$ cat config.mk
export PLATFORM = sky130hd
export DESIGN_NAME = pc_fetch_unit
export DESIGN_NICKNAME = d
export VERILOG_FILES = /design/src/rtl/mips_defs_pkg.sv /design/src/rtl/if_id_reg.sv /design/src/rtl/pc_fetch_unit.sv
export SDC_FILE = /design/constraint.sdc
export NUM_CORES = 1
export LEC_CHECK = 0
export ABC_AREA = 1
export BUFFER_PORTS_ARGS = -buffer_cell sky130_fd_sc_hd__clkbuf_2
export CAP_MARGIN = 10
export CORE_AREA = 2 2 112 114
export CTS_BUF_LIST = sky130_fd_sc_hd__clkbuf_2 sky130_fd_sc_hd__clkbuf_4 sky130_fd_sc_hd__clkbuf_8
export CTS_CLUSTER_SIZE = 25
export DETAILED_ROUTE_END_ITERATION = 8
export DIE_AREA = 0 0 114 116
export PLACE_DENSITY = 0.91
export SLEW_MARGIN = 0
export SYNTH_ARGS = -nofsm -noshare
export SYNTH_HDL_FRONTEND = slang
export SYNTH_SLANG_ARGS = --single-unit
$ cat constraint.sdc
create_clock -name clk -period 2.2 [get_ports clk]
set_input_delay 0.11 -clock clk [delete_from_list [all_inputs] [get_ports clk]]
set_output_delay 0.11 -clock clk [all_outputs]
set_load 0.005 [all_outputs]
$ cat src/rtl/mips_defs_pkg.sv
// Shared MIPS pipeline definitions: NOP encoding, jump opcode, fetch FSM states
// and the IF/ID payload layout.
package mips_defs_pkg;

    localparam int unsigned XLEN = 32;
    localparam int unsigned OP_W = 6;

    localparam logic [XLEN-1:0] NOP_INST         = 32'h0000_0000;
    localparam logic [OP_W-1:0] OP_J             = 6'h02;
    localparam logic [XLEN-1:0] DEFAULT_RESET_PC = 32'h0000_0000;

    typedef enum logic [1:0] {
        FS_BOOT   = 2'd0,
        FS_RUN    = 2'd1,
        FS_SQUASH = 2'd2
    } fetch_state_e;

    typedef struct packed {
        logic [XLEN-1:0] inst;
        logic [XLEN-1:0] pc_plus4;
        logic            valid;
    } if_id_t;

    localparam if_id_t IF_ID_BUBBLE = '{inst: NOP_INST, pc_plus4: '0, valid: 1'b0};

    // Instruction fetches are always word aligned; low byte-offset bits are discarded.
    function automatic logic [XLEN-1:0] align_word(input logic [XLEN-1:0] addr);
        return {addr[XLEN-1:2], 2'b00};
    endfunction

endpackage

$ cat src/rtl/if_id_reg.sv
// IF/ID pipeline register: squash inserts a bubble, load captures, otherwise holds.
module if_id_reg
    import mips_defs_pkg::*;
(
    input  logic   clk,
    input  logic   reset,
    input  logic   load_i,
    input  logic   squash_i,
    input  if_id_t data_i,
    output if_id_t data_o
);

    if_id_t data_q;

    always_ff @(posedge clk) begin
        if (reset || squash_i) begin
            data_q <= IF_ID_BUBBLE;
        end else if (load_i) begin
            data_q <= data_i;
        end
    end

    assign data_o = data_q;

endmodule

$ cat src/rtl/pc_fetch_unit.sv
// MIPS instruction-fetch stage: program counter, redirect/squash control,
// IF/ID load and saturating jump/stall performance counters.
module pc_fetch_unit
    import mips_defs_pkg::*;
#(
    parameter logic [31:0] RESET_PC = DEFAULT_RESET_PC,
    parameter int unsigned CNT_W    = 16
) (
    input  logic             clk,
    input  logic             reset,
    input  logic             PCSrc,
    input  logic [31:0]      JmpAddr,
    input  logic             Stall,
    input  logic [31:0]      InstData,
    output logic [31:0]      InstAddr,
    output logic [31:0]      IF_ID_Inst,
    output logic [31:0]      IF_ID_PCPlus4,
    output logic             IF_ID_Valid,
    output logic [CNT_W-1:0] JmpCount,
    output logic [CNT_W-1:0] StallCount
);

    fetch_state_e     state_q, state_d;
    logic [XLEN-1:0]  pc_q, pc_d;
    logic [CNT_W-1:0] jmp_cnt_q, jmp_cnt_d;
    logic [CNT_W-1:0] stall_cnt_q, stall_cnt_d;

    logic             ifid_load;
    logic             ifid_squash;
    logic [XLEN-1:0]  pc_plus4;
    if_id_t           fetch_data;
    if_id_t           if_id;

    // The byte offset of a jump target has no meaning for word fetches.
    logic             unused_jmp_lsbs;
    assign unused_jmp_lsbs = ^JmpAddr[1:0];

    assign pc_plus4   = pc_q + XLEN'(4);
    assign fetch_data = '{inst: InstData, pc_plus4: pc_plus4, valid: 1'b1};

    always_comb begin
        state_d     = state_q;
        pc_d        = pc_q;
        jmp_cnt_d   = jmp_cnt_q;
        stall_cnt_d = stall_cnt_q;
        ifid_load   = 1'b0;
        ifid_squash = 1'b0;

        case (state_q)
            FS_BOOT: begin
                state_d = FS_RUN;
            end
            FS_RUN, FS_SQUASH: begin
                if (Stall) begin
                    stall_cnt_d = (&stall_cnt_q) ? stall_cnt_q : stall_cnt_q + CNT_W'(1);
                end else if ((state_q == FS_RUN) && PCSrc && if_id.valid) begin
                    // Redirect: the instruction fetched this cycle is wrong-path.
                    pc_d        = align_word(JmpAddr);
                    ifid_squash = 1'b1;
                    jmp_cnt_d   = (&jmp_cnt_q) ? jmp_cnt_q : jmp_cnt_q + CNT_W'(1);
                    state_d     = FS_SQUASH;
                end else begin
                    pc_d      = pc_plus4;
                    ifid_load = 1'b1;
                    state_d   = FS_RUN;
                end
            end
            default: begin
                state_d = FS_BOOT;
            end
        endcase
    end

    always_ff @(posedge clk) begin
        if (reset) begin
            state_q     <= FS_BOOT;
            pc_q        <= RESET_PC;
            jmp_cnt_q   <= '0;
            stall_cnt_q <= '0;
        end else begin
            state_q     <= state_d;
            pc_q        <= pc_d;
            jmp_cnt_q   <= jmp_cnt_d;
            stall_cnt_q <= stall_cnt_d;
        end
    end

    if_id_reg u_if_id_reg (
        .clk      (clk),
        .reset    (reset),
        .load_i   (ifid_load),
        .squash_i (ifid_squash),
        .data_i   (fetch_data),
        .data_o   (if_id)
    );

    assign InstAddr      = pc_q;
    assign IF_ID_Inst    = if_id.inst;
    assign IF_ID_PCPlus4 = if_id.pc_plus4;
    assign IF_ID_Valid   = if_id.valid;
    assign JmpCount      = jmp_cnt_q;
    assign StallCount    = stall_cnt_q;

endmodule

==> results.txt <==
Among all stages on the critical path, the largest delay is contributed by sky130_fd_sc_hd__dfxtp_1. The minimum clock period is 1.88 ns. The buffer type at the clock tree root is sky130_fd_sc_hd__clkbuf_8. The first global-routing pass estimated 30600 um of wire. The dominant register cell in the synthesized netlist is sky130_fd_sc_hd__dfxtp_1. The number of nets with antenna violations after detailed routing is 0. The async set-reset flop share out of synthesis is 0%.

The sum of routed wire length over all layers is 19000 um. The share of the core filled with cells in the final layout came out at 69.2%. Walking the worst path, the cells encountered are inv_1 > ha_1 > inv_2 > nor2_4 > nand2_2 > clkinv_2 > buf_4 > nand2_1 > o21ai_0 > inv_1 > a21oi_1.

The number of CTS-inserted buffers came out at 17. The sequential share of the synthesized area is 40.6%. The tightest min-delay check is of the in2reg type. The number of warning messages in the yosys log is 0. Counting the fill cells in the layout gives 959.

The initial antenna violation count came out at 0. The total placed cells including tap cells came out at 1233. The fraction of the mapped netlist area in compound gates came out at 14.1%. The clock network accounts for 44.6% of the total power. The number of failing hold endpoints at the final stage is 0.

The CTS clock-pin slew for the worst setup and hold paths came out at 0.08 ns. The core region is 11900 sq um. The wire length on met2 is 9420 um. The final period utilization came out at 85.5%. Sequential cells burn 46.4% of the power.

The routed metal-1 wirelength came out at 7370 um. After detailed routing, the number of vias per cell comes to 5.28. The clock tree buffer depth is 2. The critical path required time came out at 2.59 ns. The number of max-slew violations in the final report came out at 0.

The number of buffers and inverters on the critical path is 5. Setup violations remaining at the end of the flow were counted as 0. Combinational logic is responsible for 9.0% of the overall power. The unique cell type count in the Yosys netlist came out at 34. After synthesis, the largest area contributor takes up 40.6% of total cell area. The reg-to-reg setup timing slack came out at 0.32 ns.

The relative area change from synthesis to final layout is 31.7%. In this run the static leakage power is 3.48 nW. The worst setup path is launched from a register.

The via count of the first global-routing pass came to 6546. The power per cell area is 622 nW/um^2. The highest ir drop seen on vdd is 0.000591 V. The die covers 13200 sq um.

The die is 116 um tall. After synthesis the netlist holds a flip-flop and latch count of 127. The H-tree was split into 4 levels. The mean cell area of the mapped netlist is 6.78 sq um. At the end of the flow, the number of nets in the layout was 1230.

The CTS tree is built. Of the total power, the share spent switching nets is 24.7%. The library cell with the largest summed area after synthesis is sky130_fd_sc_hd__dfxtp_1. The net switching power came out at 1.27 mW. The total of max-cap violations is 0. The synthesized area came out at 6260 sq um. The initial detailed-routing violation count came out at 543. The fraction of synthesized area in multiplexers came out at 0%. The routed via count is 6953. The floorplan die width came out at 114 um.

By instance count, the cell type seen most on the critical path is sky130_fd_sc_hd__inv_1. Clock latency on the worst-skew pair, taken at its later pin, is 0.46 ns. The count of input and output buffers came out at 190. The fraction of final layout cells sized beyond drive strength 1 came out at 23.3%. The number of enable flip-flop cells after synthesis came out at 0. The total global routing overflow is 0. The placed wire-length estimate came out at 12200 um.

The initial core utilization came out at 52.6%. The relative slew slack is 55.1%. The xor/xnor share of the synthesized area is 2.38%. After synthesis, the cell types taking the most area are sky130_fd_sc_hd__dfxtp_1 41%, sky130_fd_sc_hd__nand2_1 18%, sky130_fd_sc_hd__a21oi_1 8.3%. Pin placement for this block handled 197 I/O pins.

For the pin with the worst max-slew slack, the measured transition is 0.674 ns. The post-synthesis share of cell area spent on full adders, half adders and majority gates is 1.20%. The flow ran to the end, and the final reports show no timing, DRC or antenna violations. After synthesis, the largest family of logic cells by area is simple AND/OR/NAND/NOR gates. Summing the areas of all and, or, nand and nor instances in the mapped netlist gives 32.3% of the synthesized area. In the routed design, unresolved DRC markers number 0. The congestion estimate from routability-driven global placement came to 0.886. The design internal power is 3.87 mW. STA classifies the critical path endpoint as a register.

The maximum achievable frequency came out at 0.532 GHz. The pin count of the biggest net entering global routing came out at 68. Signal routing reaches up to met4. The worst setup path is of the reg2reg kind.

The routed wire length per instance is 14.4 um. For this run, the slowest stage of the critical path takes 0.40 ns. Setup repair after global routing left no endpoint under its margin. The total routing resource utilization after global routing came out at 29.2%. The first TritonRoute pass finished after 7 iterations. The final-layout setup total negative slack is 0 ns. Wire segments on met3 add up to 1410 um in the final route. The synthesized instance count is 924. The critical path's top delay family is buffers and inverters. The final cell count without fillers is 1317. In this run the core area contains 40 standard-cell rows. The arrival time at the worst endpoint came out at 2.27 ns. The worst hold-check slack is 0.0100 ns. The total number of clock tree sinks came out at 127. Across the routed clock network, the largest skew measured is 0.0131 ns. The critical-path maximum fanout came out at 19.
[per-layer routing]
layer  global-route usage, %  vias up
li1                        -     3413
met1                    33.2     3113
met2                    50.2      349
met3                    7.48       78
met4                    16.6        0
met5                       0        -
[worst paths after layout]
| kind | cells after the start | startpoint | endpoint |
|---|---|---|---|
| setup reg to reg | 11 | state_q[0] | InstAddr[22] |
| hold / removal | 5 | JmpAddr[24] | InstAddr[24] |
| setup / recovery | 11 | state_q[0] | InstAddr[22] |
| hold reg to reg | 2 | u_if_id_reg.data_o[57] | u_if_id_reg.data_o[57] |
[registers in the layout, indices dropped and copies added (netlist names)]
register            flops
u_if_id_reg.data_o     63
state_q                 2
StallCount             16
InstAddr               30
JmpCount               16
[layout make-up]
cell class                      instances  area, sq um  share of cell area, %
Timing Repair Buffer                  250         1570                   19.0
Inverter                               94          354                   4.29
Clock inverter                         12          183                   2.22
Clock buffer                           20          269                   3.26
Sequential cell                       127         2540                   30.8
Tap cell                              147          184                   2.23
Antenna cell                            1         2.50                 0.0303
Multi-Input combinational cell        666         3150                   38.1
[metrics by stage]
step	worst slack [ns]	cell area, sq um	power (mW)
6_report	0.320	8250	5.13
5_1_grt	0.127	8240	5.31
4_1_cts	0.337	8240	5.14
3_5_place_dp	0.370	7280	2.81
3_3_place_gp	0.438	7280	2.80
2_1_floorplan	0.565	6270	2.64
[cell usage after synthesis, types with 8 or more instances]
cell,count
sky130_fd_sc_hd__o21ai_0,25
sky130_fd_sc_hd__a21oi_2,9
sky130_fd_sc_hd__inv_1,86
sky130_fd_sc_hd__nor2_1,74
sky130_fd_sc_hd__a21oi_1,104
sky130_fd_sc_hd__nand4_1,12
sky130_fd_sc_hd__xor2_1,9
sky130_fd_sc_hd__a31oi_1,8
sky130_fd_sc_hd__nand3_1,54
sky130_fd_sc_hd__dfxtp_1,127
sky130_fd_sc_hd__xnor2_1,8
sky130_fd_sc_hd__buf_2,21
sky130_fd_sc_hd__nand2_1,307
[power groups by stage]
stage / clock network (mW) / registers [mW] / logic [mW]
final: 2.29 / 2.38 / 0.463
after global routing: 2.43 / 2.38 / 0.502
after CTS: 2.31 / 2.38 / 0.451
after detailed placement: 0 / 2.43 / 0.377
after global placement: 0 / 2.43 / 0.370
after floorplan: 0 / 2.43 / 0.210
[worst reg2reg max path, delay by kind of cell, from the launching register on]
kind / cells / cell delay, ns
buffers and inverters: 5 / 0.53
adders and majority gates: 1 / 0.37
AOI/OAI and AO/OA: 2 / 0.22
DFF: 1 / 0.40
and+or+nand+nor: 3 / 0.29
[logic make-up (layout without fill, tap and decap cells)]
family	Yosys count	after routing
and+or+nand+nor	478	478
AOI/OAI and AO/OA	161	161
buffers and inverters	134	376
DFF	127	127
xor gates and xnor gates	17	17
adders and majority gates	6	6
other	1	5
[timing repair]
item,CTS,global route
gates resized for setup,0,0
buffers inserted,0,0
hold buffers,51,0
hold endpoints to repair,51,0
[cells in the final DEF (no fill, tap or decap), types with 4 or more instances in the layout]
| cell type | instances |
|---|---|
| sky130_fd_sc_hd__o21ai_0 | 25 |
| sky130_fd_sc_hd__dlygate4sd3_1 | 51 |
| sky130_fd_sc_hd__a31oi_1 | 8 |
| sky130_fd_sc_hd__nand2_1 | 306 |
| sky130_fd_sc_hd__nor2_1 | 74 |
| sky130_fd_sc_hd__nand2_2 | 5 |
| sky130_fd_sc_hd__clkinv_4 | 4 |
| sky130_fd_sc_hd__bufinv_16 | 4 |
| sky130_fd_sc_hd__nand3_1 | 54 |
| sky130_fd_sc_hd__a21oi_1 | 104 |
| sky130_fd_sc_hd__inv_2 | 7 |
| sky130_fd_sc_hd__inv_1 | 86 |
| sky130_fd_sc_hd__xor2_1 | 9 |
| sky130_fd_sc_hd__nor2_4 | 5 |
| sky130_fd_sc_hd__buf_4 | 6 |
| sky130_fd_sc_hd__clkbuf_2 | 190 |
| sky130_fd_sc_hd__o21ai_1 | 7 |
| sky130_fd_sc_hd__clkbuf_8 | 19 |
| sky130_fd_sc_hd__conb_1 | 4 |
| sky130_fd_sc_hd__a21oi_2 | 9 |
| sky130_fd_sc_hd__dfxtp_1 | 127 |
| sky130_fd_sc_hd__nor3_1 | 7 |
| sky130_fd_sc_hd__xnor2_1 | 8 |
| sky130_fd_sc_hd__nor2_2 | 6 |
| sky130_fd_sc_hd__ha_1 | 6 |
| sky130_fd_sc_hd__a22o_1 | 7 |
| sky130_fd_sc_hd__nand4_1 | 12 |
(Power assumes the default switching activity.)
